[src/rtl/ssd1306_pkg.sv]
// Shared definitions for the SSD1306 sequencer and its SPI byte transmitter.
// Holds the transmitter state encoding, the default SCLK divider and the command bytes.
package ssd1306_pkg;

  typedef enum logic [2:0] {
    ST_IDLE,
    ST_LOW,
    ST_HIGH,
    ST_END,
    ST_HOLD
  } state_e;

  localparam int unsigned CLK_DIV_DEFAULT = 4;

  localparam logic [7:0] CMD_DISPLAY_OFF    = 8'hAE;
  localparam logic [7:0] CMD_DISPLAY_ON     = 8'hAF;
  localparam logic [7:0] CMD_SET_CONTRAST   = 8'h81;
  localparam logic [7:0] CMD_CHARGE_PUMP    = 8'h8D;
  localparam logic [7:0] CMD_SET_MUX        = 8'hA8;
  localparam logic [7:0] CMD_SET_OFFSET     = 8'hD3;
  localparam logic [7:0] CMD_START_LINE     = 8'h40;
  localparam logic [7:0] CMD_SEG_REMAP      = 8'hA1;
  localparam logic [7:0] CMD_COM_SCAN_DEC   = 8'hC8;
  localparam logic [7:0] CMD_SET_COM_PINS   = 8'hDA;
  localparam logic [7:0] CMD_SET_CLK_DIV    = 8'hD5;
  localparam logic [7:0] CMD_SET_PRECHARGE  = 8'hD9;
  localparam logic [7:0] CMD_SET_VCOM       = 8'hDB;
  localparam logic [7:0] CMD_RESUME_RAM     = 8'hA4;
  localparam logic [7:0] CMD_NORMAL_DISPLAY = 8'hA6;
  localparam logic [7:0] CMD_MEM_MODE       = 8'h20;

endpackage

[src/rtl/oled_clk_phase.sv]
// SCLK phase timer: counts the cycles of the current SCLK half-period and strobes
// o_phase_end on its last cycle. Held cleared whenever i_run is low.
module oled_clk_phase
  import ssd1306_pkg::*;
#(
  parameter int unsigned CLK_DIV = CLK_DIV_DEFAULT
) (
  input  logic clk_50M,
  input  logic rst_n,
  input  logic i_run,
  output logic o_phase_end
);

  localparam int unsigned CW = $clog2(CLK_DIV + 1);
  localparam logic [CW-1:0] LAST_CNT = CW'(CLK_DIV - 1);

  logic [CW-1:0] r_div_cnt;

  assign o_phase_end = i_run && (r_div_cnt == LAST_CNT);

  always_ff @(posedge clk_50M or negedge rst_n) begin
    if (!rst_n) begin
      r_div_cnt <= '0;
    end else if (!i_run || o_phase_end) begin
      r_div_cnt <= '0;
    end else begin
      r_div_cnt <= r_div_cnt + 1'b1;
    end
  end

endmodule

[src/rtl/oled_spi_tx.sv]
// Write-only SPI (mode 0) byte transmitter for the SSD1306: valid/ready in, MSB-first out,
// chip select held low across back-to-back words, one-cycle done pulse per word.
module oled_spi_tx
  import ssd1306_pkg::*;
#(
  parameter int unsigned CLK_DIV  = CLK_DIV_DEFAULT,
  parameter int unsigned WORD_LEN = 8
) (
  input  logic                clk_50M,
  input  logic                rst_n,
  input  logic                tx_valid,
  output logic                tx_ready,
  input  logic [WORD_LEN-1:0] tx_data,
  input  logic                tx_dc,
  output logic                oled_sclk,
  output logic                oled_sdin,
  output logic                oled_dc,
  output logic                oled_cs_n,
  output logic                busy,
  output logic                done
);

  localparam int unsigned BW = $clog2(WORD_LEN + 1);
  localparam logic [BW-1:0] LAST_BIT = BW'(WORD_LEN - 1);

  state_e              r_state, w_state_d;
  logic [WORD_LEN-1:0] r_shreg, w_shreg_d, w_shift;
  logic [BW-1:0]       r_bit_cnt, w_bit_cnt_d;
  logic                r_sclk, w_sclk_d;
  logic                r_sdin, w_sdin_d;
  logic                r_dc, w_dc_d;
  logic                r_cs_n, w_cs_n_d;
  logic                r_done, w_done_d;
  logic                w_accept, w_run, w_phase_end;

  assign tx_ready  = (r_state == ST_IDLE) || (r_state == ST_END);
  assign busy      = (r_state != ST_IDLE);
  assign w_accept  = tx_valid && tx_ready;
  assign w_run     = (r_state == ST_LOW) || (r_state == ST_HIGH) || (r_state == ST_HOLD);
  assign w_shift   = r_shreg << 1;

  assign oled_sclk = r_sclk;
  assign oled_sdin = r_sdin;
  assign oled_dc   = r_dc;
  assign oled_cs_n = r_cs_n;
  assign done      = r_done;

  oled_clk_phase #(
    .CLK_DIV(CLK_DIV)
  ) u_clk_phase (
    .clk_50M    (clk_50M),
    .rst_n      (rst_n),
    .i_run      (w_run),
    .o_phase_end(w_phase_end)
  );

  always_comb begin
    w_state_d   = r_state;
    w_shreg_d   = r_shreg;
    w_bit_cnt_d = r_bit_cnt;
    w_sclk_d    = r_sclk;
    w_sdin_d    = r_sdin;
    w_dc_d      = r_dc;
    w_cs_n_d    = r_cs_n;
    w_done_d    = 1'b0;
    unique case (r_state)
      ST_IDLE, ST_END: begin
        if (w_accept) begin
          w_state_d   = ST_LOW;
          w_shreg_d   = tx_data;
          w_bit_cnt_d = '0;
          w_sdin_d    = tx_data[WORD_LEN-1];
          w_dc_d      = tx_dc;
          w_cs_n_d    = 1'b0;
        end else if (r_state == ST_END) begin
          w_state_d = ST_HOLD;
        end
      end
      ST_LOW: begin
        if (w_phase_end) begin
          w_state_d = ST_HIGH;
          w_sclk_d  = 1'b1;
        end
      end
      ST_HIGH: begin
        if (w_phase_end) begin
          w_sclk_d = 1'b0;
          if (r_bit_cnt == LAST_BIT) begin
            w_state_d = ST_END;
            w_done_d  = 1'b1;
          end else begin
            w_state_d   = ST_LOW;
            w_shreg_d   = w_shift;
            w_sdin_d    = w_shift[WORD_LEN-1];
            w_bit_cnt_d = r_bit_cnt + 1'b1;
          end
        end
      end
      ST_HOLD: begin
        // Keep CS asserted one extra half-period after the last falling edge.
        if (w_phase_end) begin
          w_state_d = ST_IDLE;
          w_cs_n_d  = 1'b1;
        end
      end
      default: w_state_d = ST_IDLE;
    endcase
  end

  always_ff @(posedge clk_50M or negedge rst_n) begin
    if (!rst_n) begin
      r_state   <= ST_IDLE;
      r_shreg   <= '0;
      r_bit_cnt <= '0;
      r_sclk    <= 1'b0;
      r_sdin    <= 1'b0;
      r_dc      <= 1'b0;
      r_cs_n    <= 1'b1;
      r_done    <= 1'b0;
    end else begin
      r_state   <= w_state_d;
      r_shreg   <= w_shreg_d;
      r_bit_cnt <= w_bit_cnt_d;
      r_sclk    <= w_sclk_d;
      r_sdin    <= w_sdin_d;
      r_dc      <= w_dc_d;
      r_cs_n    <= w_cs_n_d;
      r_done    <= w_done_d;
    end
  end

endmodule
[config.mk]
export PLATFORM = sky130hd
export DESIGN_NAME = oled_spi_tx
export DESIGN_NICKNAME = d
export VERILOG_FILES = /design/src/rtl/ssd1306_pkg.sv /design/src/rtl/oled_clk_phase.sv /design/src/rtl/oled_spi_tx.sv
export SDC_FILE = /design/constraint.sdc
export NUM_CORES = 1
export LEC_CHECK = 0
export ABC_AREA = 1
export CAP_MARGIN = 40
export CORE_UTILIZATION = 35
export CTS_BUF_LIST = sky130_fd_sc_hd__clkbuf_4 sky130_fd_sc_hd__clkbuf_8
export CTS_CLUSTER_DIAMETER = 120
export DETAILED_ROUTE_END_ITERATION = 12
export RECOVER_POWER = 50
export SLEW_MARGIN = 20
export SYNTH_ARGS = -nofsm -noshare
export SYNTH_HDL_FRONTEND = slang
export SYNTH_SLANG_ARGS = --single-unit
[constraint.sdc]
create_clock -name clk_50M -period 1.4 [get_ports clk_50M]
set_input_delay 0.21 -clock clk_50M [delete_from_list [all_inputs] [get_ports clk_50M]]
set_output_delay 0.21 -clock clk_50M [all_outputs]
set_load 0.05 [all_outputs]
### Word-level counts from Yosys, hierarchy flattened

Cells that the tools add are included.

* div/mod/pow operators: 0
* $add $sub $neg: 2
* equality and inequality tests: 12
* shift operators: 0
* $lt $le $gt $ge: 0
* multipliers: 0
* bitwise operators: 0
* mux-type cells: 28
* reductions and logical operators: 18

Operator list (count)
* two-way mux 7 bit: 3
* two-way mux 3 bit: 6
* case mux 7 bit (2 select lines): 1
* two-way mux 4 bit: 3
* case mux 3 bit (4 select lines): 1
* equality test 3 x 2 -> 1 bit (second input constant): 3
* two-way mux 1 bit: 9
* case mux 4 bit (2 select lines): 1
* AND reduction 4 bit: 2
* != test 2 x 1 -> 1 bit (second input constant): 3
* case mux 1 bit (2 select lines): 3
* AND reduction 3 bit: 2
* nonzero test 2 bit: 3
* adder 4 x 1 -> 4 bit (second input constant): 1
* equality test 4 x 3 -> 1 bit (second input constant): 1
* logical OR 1 bit: 4
* != test 2 bit (second input constant): 2
* adder 3 x 1 -> 3 bit (second input constant): 1
* equality test 3 x 1 -> 1 bit (second input constant): 1
* equality test 3 bit (second input constant): 1
* logical NOT 3 bit: 1
* != test 3 bit (second input constant): 1
* nonzero test 3 bit: 1
* logical AND 1 bit: 2
* 4 further kinds: 4

* latch bits: 0
* bits in writable memories: 0
* ROM bits: 0
* output and inout port bits: 7
* register bits: 22
* memories kept: 0
* input port bits: 12
* word-level logic and storage cells: 69

### Depth between registers and ports, before layout

Gate-level depths: netlist of the first run.

* depth in word-level cells: 6
* gate-level depth with buffers: 9
* mapped depth without buffers: 7

### Modules after synthesis

Synthesis of the first run repeated with hierarchy kept, for this count alone.

* cell total of the unflattened synthesis: 153
* area, all modules: 1168.6 sq um

By module, submodules not included
* oled_spi_tx: cells each 139, instances 1, area an instance 1032.2 sq um, sequential area each 476.7 sq um
* oled_clk_phase: cells each 14, instances 1, area an instance 136.4 sq um, sequential area each 75.1 sq um

### Least setup slack after synthesis of the first run

Ideal clock, no wire load.

* path type: reg-to-reg
* from: register r_state[0]
* to: register r_sdin (netlist: oled_sdin)
* path buffers: 2
* period minus slack after synthesis: 1.716 ns
* required time: 1.334 ns
* arrival: 1.650 ns
* setup time: 0.066 ns
* cell stages (with the launch flop): 10
* path slack: -0.316 ns
* cells stage by stage: dfrtp_1 buf_2 nor2_2 nand2_2 nand2_2 nand2_2 nand3_2 buf_6 nand2_1 nand2_1

* elaborated cells on any way between the ends: 17
* classes of those cells: eq/ne (7); mux (1); reduce/logical (9)

RTL lines
* start: declaration: line oled_spi_tx.sv:26 `state_e r_state, w_state_d;`
* start signal: assignment: line oled_spi_tx.sv:121 `r_state <= w_state_d;`
* equality test 3 x 2 -> 1 bit or logical NOT 3 bit (tied branches): line oled_spi_tx.sv:36 `assign tx_ready = (r_state == ST_IDLE) || (r_state == ST_END);`
* logical OR 1 bit (*): line oled_spi_tx.sv:36
* net tx_ready: line oled_spi_tx.sv:12 `output logic tx_ready,`
* logical AND 1 bit (*): line oled_spi_tx.sv:38 `assign w_accept = tx_valid && tx_ready;`
* != test 2 bit (no line) (*)
* AND reduction 4 bit (no line) (*)
* end signal: assignment: line oled_spi_tx.sv:125 `r_sdin <= w_sdin_d;`
* end: declaration: line oled_spi_tx.sv:30 `logic r_sdin, w_sdin_d;`

The timed path passes the listed nets; every way through them passes the cells marked *.
A chain may end at the register's enable or synchronous reset.

### Final worst setup path of the first run

* from: register r_state[0]
* to: output busy

* longest elaborated chain between the ends: 1

RTL lines
* nonzero test 3 bit: line oled_spi_tx.sv:37 `assign busy = (r_state != ST_IDLE);`
* end: declaration: line oled_spi_tx.sv:19 `output logic busy,`

No other way between the ends.

==> out/results.md, run 1 <==
| Result | Value | Unit |
|:---|:---|:---|
| Worst slack after detailed placement | -0.0462 | ns |
| Required time of the worst setup path | 1.19 | ns |
| DR vias/cell | 4.76 | - |
| H-tree levels | 1 | - |
| Top cells by instance count after synthesis | 63 x sky130_fd_sc_hd__nand2_1, 21 x sky130_fd_sc_hd__dfrtp_1, 16 x sky130_fd_sc_hd__nand3_1, 12 x sky130_fd_sc_hd__nor2_1, 9 x sky130_fd_sc_hd__inv_1 | - |
| Category of the critical setup timing path | register to primary output | - |
| Power density cells | 2260 | nW/µm² |
| Layout overhead on the synthesized area | 58.3 | % |
| Starting density of the core | 0.375 | - |
| Clock net sink count | 22 | - |
| Via count of the first global-routing pass | 1167 | - |
| Number of hold buffers added after CTS | 0 | - |
| EDFF count, synth | 0 | - |
| Most numerous cell in the Yosys netlist | sky130_fd_sc_hd__nand2_1 | - |
| Violated checks | negative setup slack | - |
| Antenna Violating Nets Remaining | 0 | - |
| Layout net count | 213 | - |
| Worst reg2reg path endpoint | r_shreg[6]$_DFFE_PN0P_ | - |
| Layout cells sized above 1 | 0.386 | - |
| Global route overflow | 0 | - |
| Smallest setup slack after layout | -0.0976 | ns |
| Synthesized area per cell | 7.66 | µm² |
| Placement Rows | 20 | - |
| # DRC | 0 | - |
| Worst hold slack | 0.409 | ns |
| Final count of hold timing violations | 0 | - |
| Aggregate global-route resource usage | 0.184 | - |
| Slew HR | 0.621 | - |
| Horizontal extent of the die | 59.7 | µm |
| Worst reg-to-reg path cell count | 7 | - |
| Dominant cell type by area after synthesis | sky130_fd_sc_hd__dfrtp_1 | - |
| Total die area | 3560 | µm² |
| Startpoint type of the worst setup path | register | - |
| Capturing element type of the critical path | primary output | - |
| Flops & latches, synth | 22 | - |
| Post-synth top flop | sky130_fd_sc_hd__dfrtp_1 | - |
| Final HPWL from detailed placement | 1890 | µm |
| Routed wire length | 2870 | µm |
| Leading post-synthesis cells by cell area | sky130_fd_sc_hd__dfrtp_1 45%, sky130_fd_sc_hd__nand2_1 20%, sky130_fd_sc_hd__nand3_1 6.9% | - |
| Result of the run | finished, violations left | - |
| First-pass GRT wire length | 4890 | µm |
| Clock skew after layout | 0.00749 | ns |
| Final setup violation count | 13 | - |
| Pin count of the biggest net entering global routing | 23 | - |
| Clock Root Buffer | sky130_fd_sc_hd__clkbuf_4 | - |
| Maximum net fanout on the critical path | 3 | - |
| Initial antenna violation count | 0 | - |
| Worst ir drop on vdd | 0.000863 | V |
| Standby leakage power | 0.916 | nW |
| Routed WL per cell | 11.9 | µm |
| CTS tree | built | - |
| Post-synthesis cell type count | 17 | - |
| Timing-limited maximum frequency | 668 | MHz |
| Final count of pins violating max slew | 0 | - |
| Count of warnings emitted by yosys | 0 | - |
| Clock slew seen by the registers of the worst setup and hold paths | 0.12 | ns |
| Tcrit/Tclk final | 1.07 | - |
| PortBufs | 18 | - |
| Synthesized netlist cell count | 152 | - |
| Diodes inserted | 0 | - |
| Register-to-register setup slack | -0.03 | ns |
| Launch instance of the worst register-to-register path | u_clk_phase.r_div_cnt[0]$_DFF_PN0_ | - |
| Net count after synthesis | 167 | - |
| Maximum Capacitance Violations | 0 | - |
| IO Pins | 19 | - |
| Floorplan die height | 59.7 | µm |
| Sequential cell area fraction in the yosys report | 0.474 | - |
| Minimum period implied by the final worst setup slack | 1.50 | ns |
| Worst slew pin tran | 0.568 | ns |
| Synth Cell Area | 1160 | µm² |
| Post-synth ARST share | 1.00 | - |
| Number of optimization iterations in the first detailed-route pass | 4 | - |
| Arrival time worst endpoint | 1.29 | ns |
| DR vias | 1147 | - |
| Maximum clock insertion buffer count | 2 | - |
| Worst hold path class | primary input to asynchronous set/reset pin | - |
| Final estimated routing congestion in global placement | 0.811 | - |
| Fraction of post-synthesis cell area in the top cell type by area | 0.451 | - |
| Number of violations reported at the end of detailed-routing iteration 0 | 43 | - |
| Setup repair after global routing missed its margin | yes | - |
| Cts bufs inserted | 3 | - |
| Source-to-sink clock delay at the later pin of the worst-skew pair | 0.30 | ns |
| Core ar. | 3100 | µm² |
## report_power, final
group / total [mW] / internal (mW) / switching, mW
registers: 1.07 / 0.877 / 0.195
logic: 2.78 / 1.26 / 1.52
clock network: 0.316 / 0.130 / 0.185
## cell usage in the layout (no fill, tap or decap), drive strengths merged
cell	synthesis	routed
nand2	67	67
o21ai	3	3
ha	3	3
dfstp	1	1
a21oi	3	3
buf	3	31
dfrtp	21	21
nand3	18	19
nand4	7	7
inv	13	13
dlygate4sd3	0	1
clkbuf	0	5
clkdlybuf4s50	0	10
nor2	13	13
## what timing repair did
action / 4_1_cts / 5_1_grt
endpoints found under the setup margin: 15 / 20
resized for setup: 13 / 25
cloned: 1 / 0
pin swaps: 4 / 6
setup buffers: 8 / 2
## cell families (layout without fill, tap and decap cells)
logic type | Yosys count | after routing | share of synthesized area
simple gates | 105 | 106 | 0.392
flops | 22 | 22 | 0.474
fa+ha+maj | 3 | 3 | 0.0322
buf+inv | 16 | 60 | 0.0601
compound gates | 6 | 6 | 0.0419
## metrics by stage
stage / cells / TNS, ns / utilization / total power [mW] / instance area [µm²]
finish: 241 / -0.386 / 0.594 / 4.17 / 1840
global route: 241 / -1.44 / 0.594 / 4.47 / 1840
CTS: 239 / -0.225 / 0.568 / 3.92 / 1760
detailed placement: 226 / -0.392 / 0.519 / 3.29 / 1610
global placement: 226 / -0.121 / 0.519 / 3.23 / 1610
floorplan: 152 / -0.000571 / - / 2.44 / 1210
## worst max-delay path: stages, from the launching register on
cell and delay [ns]:
sky130_fd_sc_hd__dfrtp_2 0.46, sky130_fd_sc_hd__nor2_4 0.18, sky130_fd_sc_hd__nand2_8 0.08, sky130_fd_sc_hd__buf_4 0.14, sky130_fd_sc_hd__buf_12 0.14
## per-layer routing
metal | wire length (µm) | up-vias | share of wire | global-route usage
met2 | 1440 | 25 | 0.50 | 0.306
met4 | 46 | 0 | 0.016 | 0.0797
met5 | 0 | - | 0 | 0
li1 | - | 578 | - | -
met1 | 1300 | 536 | 0.45 | 0.242
met3 | 80 | 8 | 0.028 | 0.0195
## final cells by class
type	count	area, µm²
timing repair buffer	43	463
multi-input combinational	115	683
clock buffer	4	30.0
tap	44	55.1
inverter	13	58.8
fill	275	1260
sequential	22	554
## worst max path at each step
stage,startpoint,endpoint
2_1_floorplan,r_state[0]$_DFFE_PN0P_,oled_sdin$_DFFE_PN0P_
3_3_place_gp,tx_valid,r_shreg[0]$_DFFE_PN0P_
6_report,r_state[0]$_DFFE_PN0P_,busy
5_1_grt,r_state[0]$_DFFE_PN0P_,tx_ready
3_5_place_dp,u_clk_phase.r_div_cnt[0]$_DFF_PN0_,r_shreg[4]$_DFFE_PN0P_
4_1_cts,r_state[1]$_DFFE_PN0P_,busy
## flip-flops by register name, summed over array words and instances (netlist names)
register,count
done,1
oled_cs_n,1
oled_dc,1
oled_sclk,1
oled_sdin,1
r_bit_cnt,4
r_shreg,7
r_state,3
u_clk_phase.r_div_cnt,3
Power figures use the tool's default switching activity.
==> inputs of run 2 (changes only) <==
- clock period: 1.4 -> 1.3 ns (I/O delays scaled with it)
==> out/results.md, run 2 (synthesis results as in run 1) <==
| Result | Value | Unit | Change |
|:---|:---|:---|:---|
| Clock skew after layout | 0.000594 | ns | was 0.00749 ns |
| Worst ir drop on vdd | 0.00140 | V | was 0.000863 V |
| Number of inserted filler cells in the final layout | 280 | - | was 275 |
| Source-to-sink clock delay at the later pin of the worst-skew pair | 0.32 | ns | was 0.30 ns |
| Launching element of the worst setup path | r_state[1]$_DFFE_PN0P_ | - | was r_state[0]$_DFFE_PN0P_ |
| Top flop regs | r_shreg: 7 flops, r_bit_cnt: 4 flops | - | unchanged |
| Launch instance of the worst register-to-register path | r_state[0]$_DFFE_PN0P_ | - | was u_clk_phase.r_div_cnt[0]$_DFF_PN0_ |
| Placement Rows | 20 | - | unchanged |
| Floorplan die height | 59.7 | µm | unchanged |
| Initial antenna violation count | 0 | - | unchanged |
| Most common cell after layout, fill and taps aside | sky130_fd_sc_hd__nand2_1 | - | unchanged |
| Standby leakage power | 0.986 | nW | was 0.916 nW |
| Critical Path Max Stage Delay | 0.46 | ns | about the same |
| Core ar. | 3100 | µm² | unchanged |
| Arrival time worst endpoint | 1.33 | ns | was 1.29 ns |
| Violated checks | negative setup slack | - | unchanged |
| Crit-path slowest cell | sky130_fd_sc_hd__dfrtp_2 | - | unchanged |
| Flip-flop count of the largest register after layout | 7 | - | unchanged |
| Maximum net fanout on the critical path | 3 | - | unchanged |
| Via count of the first global-routing pass | 1155 | - | was 1167 |
| Maximum Capacitance Violations | 0 | - | unchanged |
| H-tree levels | 1 | - | unchanged |
| DR vias | 1164 | - | was 1147 |
| Diodes inserted | 0 | - | unchanged |
| Result of the run | finished, violations left | - | unchanged |
| Final HPWL from detailed placement | 1950 | µm | was 1890 µm |
| Commonest cells after routing, fill and taps aside | 53 x sky130_fd_sc_hd__nand2_1, 23 x sky130_fd_sc_hd__buf_4, 19 x sky130_fd_sc_hd__dfrtp_1, 12 x sky130_fd_sc_hd__nand3_1, 10 x sky130_fd_sc_hd__clkdlybuf4s50_1 | - | was 49 x sky130_fd_sc_hd__nand2_1, 19 x sky130_fd_sc_hd__dfrtp_1, 19 x sky130_fd_sc_hd__buf_4, 15 x sky130_fd_sc_hd__nand3_1, 14 x sky130_fd_sc_hd__nand2_2 |
| Horizontal extent of the die | 59.7 | µm | unchanged |
| Register-to-register setup slack | -0.11 | ns | was -0.03 ns |
| Routed WL per cell | 12.5 | µm | was 11.9 µm |
| Routed wire length | 3130 | µm | was 2870 µm |
| Tcrit/Tclk final | 1.17 | - |  |
| Multi-input logic area | 742 | µm² | was 683 µm² |
| Number of violations reported at the end of detailed-routing iteration 0 | 30 | - | was 43 |
| Final count of hold timing violations | 0 | - | unchanged |
| Global route overflow | 0 | - | unchanged |
| PortBufs | 18 | - | unchanged |
| Layout cells sized above 1 | 0.422 | - | was 0.386 |
| Register area | 554 | µm² | unchanged |
| Clock Root Buffer | sky130_fd_sc_hd__clkbuf_4 | - | unchanged |
| Placed insts | 234 | - | was 226 |
| Total die area | 3560 | µm² | unchanged |
| Worst slew pin tran | 0.558 | ns | was 0.568 ns |
| Final count of pins violating max slew | 0 | - | unchanged |
| Setup repair after global routing missed its margin | yes | - | unchanged |
| Final estimated routing congestion in global placement | 0.779 | - | was 0.811 |
| Timing-limited maximum frequency | 657 | MHz |  |
| Final core area utilization | 0.641 | - | was 0.594 |
| # DRC | 0 | - | unchanged |
| Most used cell, CP | sky130_fd_sc_hd__nand2_8 | - |  |
| Worst reg-to-reg path cell count | 7 | - | unchanged |
| Power density cells | 2450 | nW/µm² | was 2260 nW/µm² |
| Register bank with the most flops | r_shreg | - | unchanged |
| DR vias/cell | 4.66 | - | was 4.76 |
| Starting density of the core | 0.375 | - | unchanged |
| Non-filler instance count after layout | 250 | - | was 241 |
| Smallest setup slack after layout | -0.223 | ns | was -0.0976 ns |
| Clock slew seen by the registers of the worst setup and hold paths | 0.13 | ns | was 0.12 ns |
| Cts bufs inserted | 3 | - | unchanged |
| Layout overhead on the synthesized area | 70.8 | % | was 58.3% |
| Combined buffer and inverter count along the critical path | 2 | - | unchanged |
| Final setup violation count | 16 | - | was 13 |
| Capturing element type of the critical path | primary output | - | unchanged |
| Antenna Violating Nets Remaining | 0 | - | unchanged |
| Category of the critical setup timing path | register to primary output | - | unchanged |
| Maximum clock insertion buffer count | 2 | - | unchanged |
| Critical path, cell by cell | nor2_4 > nand2_8 > nand2_8 > buf_6 > buf_12 | - | was nor2_4 > nand2_8 > buf_4 > buf_12 |
| Worst hold path class | primary input to asynchronous set/reset pin | - | unchanged |
| Number of optimization iterations in the first detailed-route pass | 4 | - | unchanged |
| Pin count of the biggest net entering global routing | 23 | - | unchanged |
| Layout net count | 222 | - | was 213 |
| Critical path's top delay family | flip-flops | - | unchanged |
| Slew HR | 0.628 | - | was 0.621 |
| Worst reg2reg path endpoint | r_shreg[5]$_DFFE_PN0P_ | - | was r_shreg[6]$_DFFE_PN0P_ |
| Required time of the worst setup path | 1.11 | ns | was 1.19 ns |
| CTS tree | built | - | unchanged |
| Clock net sink count | 22 | - | unchanged |
| Aggregate global-route resource usage | 0.195 | - | was 0.184 |
| Minimum period implied by the final worst setup slack | 1.52 | ns |  |
| IO Pins | 19 | - | unchanged |
| First-pass GRT wire length | 5130 | µm | was 4890 µm |
| Startpoint type of the worst setup path | register | - | unchanged |
-- run 2: cell count changes in the layout (fill, tap and decap cells not counted), sizes merged --
cell	change
buf	+9
-- run 2: area by class of cell --
type,instances,share of cell area
clock buffers,4,0.0182
inverters,13,0.0296
multi-input cells,115,0.373
flip-flops and latches,22,0.279
well taps,44,0.0277
repair buffers,52,0.273
-- run 2: timing repair --
| item | CTS | global route |
|---|---|---|
| pin swaps | 12 | 15 |
| buffers inserted | 7 | 5 |
| gates cloned | 2 | 0 |
| resized for setup | 32 | 21 |
| setup endpoints to repair | 20 | 23 |
| hold buffers | 0 | 0 |
-- run 2: where the power goes --
group	leakage [nW]	total [mW]	internal (mW)	switching (mW)
Sequential	0.278	1.16	0.944	0.214
Combinational	0.687	3.32	1.53	1.79
Clock	0.0210	0.396	0.171	0.225
Total	0.986	4.87	2.65	2.23
-- run 2: worst register-to-register path, stage by stage, from the launching register on --
cell and delay, ns:
sky130_fd_sc_hd__dfrtp_2 0.48, sky130_fd_sc_hd__buf_6 0.15, sky130_fd_sc_hd__nand2_1 0.08, sky130_fd_sc_hd__nand2_2 0.09, sky130_fd_sc_hd__a21oi_4 0.22, sky130_fd_sc_hd__nand3_4 0.16
sky130_fd_sc_hd__nand2_1 0.09, sky130_fd_sc_hd__nand2_1 0.05
-- run 2: how the worst max path moves through the flow --
stage	end	slack, ns	cells past startpoint
2_1_floorplan	oled_sdin$_DFFE_PN0P_	-0.10	9
3_3_place_gp	r_shreg[0]$_DFFE_PN0P_	-0.09	7
3_5_place_dp	r_bit_cnt[1]$_DFFE_PN0P_	-0.16	7
4_1_cts	busy	-0.23	4
5_1_grt	tx_ready	-0.26	5
6_report	tx_ready	-0.22	5
-- run 2: routing by layer --
metal  vias to the layer above  wire, µm  global-route usage
li1                        594         -                   -
met1                       552      1310               0.251
met2                        14      1710               0.329
met3                         4        69              0.0238
met4                         0        36              0.0864
met5                         -         0                   0
-- run 2: through the flow --
step	power (mW)	instance area (µm²)	hold slack (ns)	setup slack, ns	TNS (ns)
after floorplan	2.63	1210	-0.101	-0.101	-0.843
after global placement	3.60	1680	0.419	-0.0934	-0.968
after detailed placement	3.66	1680	0.424	-0.155	-1.82
after CTS	4.50	1890	0.196	-0.235	-1.33
after global routing	5.18	1990	0.423	-0.263	-2.80
final	4.87	1990	0.372	-0.223	-1.73
==> inputs of run 3 (changes only) <==
- CORE_UTILIZATION: 35 -> 45
- PLACE_DENSITY: not set -> 0.72
==> out/results.md, run 3 (synthesis results as in run 1) <==
| Result | Value | Unit | Change |
|:---|:---|:---|:---|
| Layout cells sized above 1 | 0.417 | - | was 0.422 |
| Layout overhead on the synthesized area | 64.6 | % | was 70.8% |
| Number of optimization iterations in the first detailed-route pass | 4 | - | unchanged |
| Routed WL per cell | 14.7 | µm | was 12.5 µm |
| Critical Path Max Stage Delay | 0.47 | ns | was 0.46 ns |
| Diodes inserted | 0 | - | unchanged |
| DR vias/cell | 5.42 | - | was 4.66 |
| Startpoint type of the worst setup path | register | - | unchanged |
| Smallest setup slack after layout | -0.237 | ns | was -0.223 ns |
| Routed wire length | 3450 | µm | was 3130 µm |
| Final total negative setup slack | -2.84 | ns | was -1.73 ns |
| Worst ir drop on vdd | 0.00237 | V | was 0.00140 V |
| Timing-limited maximum frequency | 651 | MHz | was 657 MHz |
| Number of violations reported at the end of detailed-routing iteration 0 | 31 | - | was 30 |
| Combined buffer and inverter count along the critical path | 2 | - | unchanged |
| Slew HR | 0.627 | - | was 0.628 |
| Most common cell after layout, fill and taps aside | sky130_fd_sc_hd__nand2_1 | - | unchanged |
| Standby leakage power | 0.954 | nW | was 0.986 nW |
| Most used cell, CP | sky130_fd_sc_hd__nand2_8 | - | unchanged |
| PortBufs | 18 | - | unchanged |
| # DRC | 0 | - | unchanged |
| Register bank with the most flops | r_shreg | - | unchanged |
| Worst reg-to-reg path cell count | 9 | - | was 7 |
| H-tree levels | 1 | - | unchanged |
| Clock slew seen by the registers of the worst setup and hold paths | 0.13 | ns | about the same |
| Pin count of the biggest net entering global routing | 23 | - | unchanged |
| Commonest cells after routing, fill and taps aside | 57 x sky130_fd_sc_hd__nand2_1, 24 x sky130_fd_sc_hd__buf_4, 19 x sky130_fd_sc_hd__dfrtp_1, 11 x sky130_fd_sc_hd__nand3_2, 10 x sky130_fd_sc_hd__clkdlybuf4s50_1 | - | was 53 x sky130_fd_sc_hd__nand2_1, 23 x sky130_fd_sc_hd__buf_4, 19 x sky130_fd_sc_hd__dfrtp_1, 12 x sky130_fd_sc_hd__nand3_1, 10 x sky130_fd_sc_hd__clkdlybuf4s50_1 |
| Total die area | 2800 | µm² | was 3560 µm² |
| IO Pins | 19 | - | unchanged |
| Final count of hold timing violations | 0 | - | unchanged |
| Setup repair after global routing missed its margin | yes | - | unchanged |
| Result of the run | finished, violations left | - | unchanged |
| Critical path's top delay family | flip-flops | - | unchanged |
| Top flop regs | r_shreg: 7 flops, r_bit_cnt: 4 flops | - | unchanged |
| Clock Root Buffer | sky130_fd_sc_hd__clkbuf_4 | - | unchanged |
| Capturing element type of the critical path | primary output | - | unchanged |
| Worst slew pin tran | 0.560 | ns | was 0.558 ns |
| Cts bufs inserted | 3 | - | unchanged |
| Worst hold path class | primary input to asynchronous set/reset pin | - | unchanged |
| Final HPWL from detailed placement | 1960 | µm | was 1950 µm |
| Arrival time worst endpoint | 1.34 | ns | was 1.33 ns |
| Worst slack after detailed placement | -0.141 | ns | was -0.155 ns |
| Final estimated routing congestion in global placement | 0.798 | - | was 0.779 |
| Final core area utilization | 0.781 | - | was 0.641 |
| Required time of the worst setup path | 1.11 | ns | about the same |
| DR vias | 1269 | - | was 1164 |
| Placement Rows | 18 | - | was 20 |
| Via count of the first global-routing pass | 1203 | - | was 1155 |
| Tcrit/Tclk final | 1.18 | - | was 1.17 |
| Non-filler instance count after layout | 234 | - | was 250 |
| Register-to-register setup slack | -0.23 | ns | was -0.11 ns |
| Critical path, cell by cell | nor2_4 > nand2_8 > nand2_8 > buf_6 > buf_12 | - | unchanged |
| Worst reg2reg path endpoint | r_state[1]$_DFFE_PN0P_ | - | was r_shreg[5]$_DFFE_PN0P_ |
| Final setup violation count | 20 | - | was 16 |
| Core ar. | 2450 | µm² | was 3100 µm² |
| Maximum Capacitance Violations | 0 | - | unchanged |
| Global route overflow | 0 | - | unchanged |
| Category of the critical setup timing path | register to primary output | - | unchanged |
| Source-to-sink clock delay at the later pin of the worst-skew pair | 0.32 | ns | about the same |
| Crit-path slowest cell | sky130_fd_sc_hd__dfrtp_2 | - | unchanged |
| Horizontal extent of the die | 52.9 | µm | was 59.7 µm |
| Number of inserted filler cells in the final layout | 157 | - | was 280 |
| Violated checks | negative setup slack | - | unchanged |
| Aggregate global-route resource usage | 0.262 | - | was 0.195 |
| Placed insts | 219 | - | was 234 |
| First-pass GRT wire length | 5180 | µm | was 5130 µm |
| CTS tree | built | - | unchanged |
| Flip-flop count of the largest register after layout | 7 | - | unchanged |
| Launch instance of the worst register-to-register path | r_state[0]$_DFFE_PN0P_ | - | unchanged |
| Layout net count | 220 | - | was 222 |
| Floorplan die height | 52.9 | µm | was 59.7 µm |
| Clock skew after layout | 0.00691 | ns | was 0.000594 ns |
| Clock net sink count | 22 | - | unchanged |
| Maximum clock insertion buffer count | 2 | - | unchanged |
| Power density cells | 2520 | nW/µm² | was 2450 nW/µm² |
| Initial antenna violation count | 0 | - | unchanged |
| Maximum net fanout on the critical path | 3 | - | unchanged |
| Final count of pins violating max slew | 0 | - | unchanged |
| Starting density of the core | 0.475 | - | was 0.375 |
| Antenna Violating Nets Remaining | 0 | - | unchanged |
| Minimum period implied by the final worst setup slack | 1.54 | ns | was 1.52 ns |
run 3: changes by cell type in the layout (fill, tap and decap cells not counted), moves of 3 or more:
cell                      previous run  this run
sky130_fd_sc_hd__nand2_1            53        57
sky130_fd_sc_hd__nand2_4             4         1
sky130_fd_sc_hd__nand3_1            12         6
sky130_fd_sc_hd__nand3_2             2        11
sky130_fd_sc_hd__nand3_4             5         2
run 3: repair_timing:
| action | CTS | global route |
|---|---|---|
| gates cloned | 1 | 0 |
| hold buffers | 0 | 0 |
| pin swaps | 12 | 10 |
| setup buffers | 7 | 5 |
| endpoints found under the setup margin | 23 | 22 |
| endpoints found under the hold margin | 0 | 0 |
| resized for setup | 18 | 27 |
run 3: area by class of cell:
cell class                      count  area (µm²)  share of cell area
Timing Repair Buffer               50         523               0.273
Multi-Input combinational cell    115         718               0.375
Inverter                           13        53.8              0.0281
Sequential cell                    22         554               0.289
Clock buffer                        4        30.0              0.0157
Tap cell                           30        37.5              0.0196
run 3: through the flow:
stage	hold slack, ns	power (mW)	area (µm²)
global placement	0.419	3.57	1650
CTS	0.229	4.43	1810
detailed placement	0.428	3.64	1650
global route	0.430	5.08	1920
finish	0.384	4.83	1920
floorplan	-0.101	2.63	1210
run 3: worst max-delay path by stage:
stage	startpoint	end	slack [ns]	cells after the start
6_report	r_state[0]$_DFFE_PN0P_	tx_ready	-0.24	5
5_1_grt	r_state[0]$_DFFE_PN0P_	tx_ready	-0.27	5
4_1_cts	r_state[1]$_DFFE_PN0P_	tx_ready	-0.24	5
3_5_place_dp	u_clk_phase.r_div_cnt[0]$_DFF_PN0_	r_shreg[4]$_DFFE_PN0P_	-0.14	7
3_3_place_gp	u_clk_phase.r_div_cnt[0]$_DFF_PN0_	oled_sdin$_DFFE_PN0P_	-0.09	7
2_1_floorplan	r_state[0]$_DFFE_PN0P_	oled_sdin$_DFFE_PN0P_	-0.10	9
run 3: worst register-to-register path, stage by stage, from the launching register on:
cell,delay [ns]
sky130_fd_sc_hd__dfrtp_2,0.47
sky130_fd_sc_hd__buf_4,0.17
sky130_fd_sc_hd__inv_2,0.06
sky130_fd_sc_hd__nand3_2,0.15
sky130_fd_sc_hd__inv_2,0.13
sky130_fd_sc_hd__nand2_2,0.10
sky130_fd_sc_hd__buf_4,0.18
sky130_fd_sc_hd__nand2_1,0.05
sky130_fd_sc_hd__nand3_1,0.08
sky130_fd_sc_hd__nand2_1,0.07
run 3: power by group:
group | leakage [nW] | total, mW | internal (mW) | switching [mW]
combinational | 0.657 | 3.32 | 1.51 | 1.80
clock | 0.0184 | 0.357 | 0.141 | 0.216
sequential | 0.278 | 1.16 | 0.944 | 0.213
total | 0.954 | 4.83 | 2.60 | 2.23
run 3: metal layers:
| layer | track usage | vias up | routed length (µm) |
|---|---|---|---|
| met2 | 0.447 | 40 | 1810 |
| li1 | - | 593 | - |
| met1 | 0.316 | 626 | 1410 |
| met3 | 0.0546 | 10 | 133 |
| met4 | 0.114 | 0 | 88 |
| met5 | 0 | - | 0 |
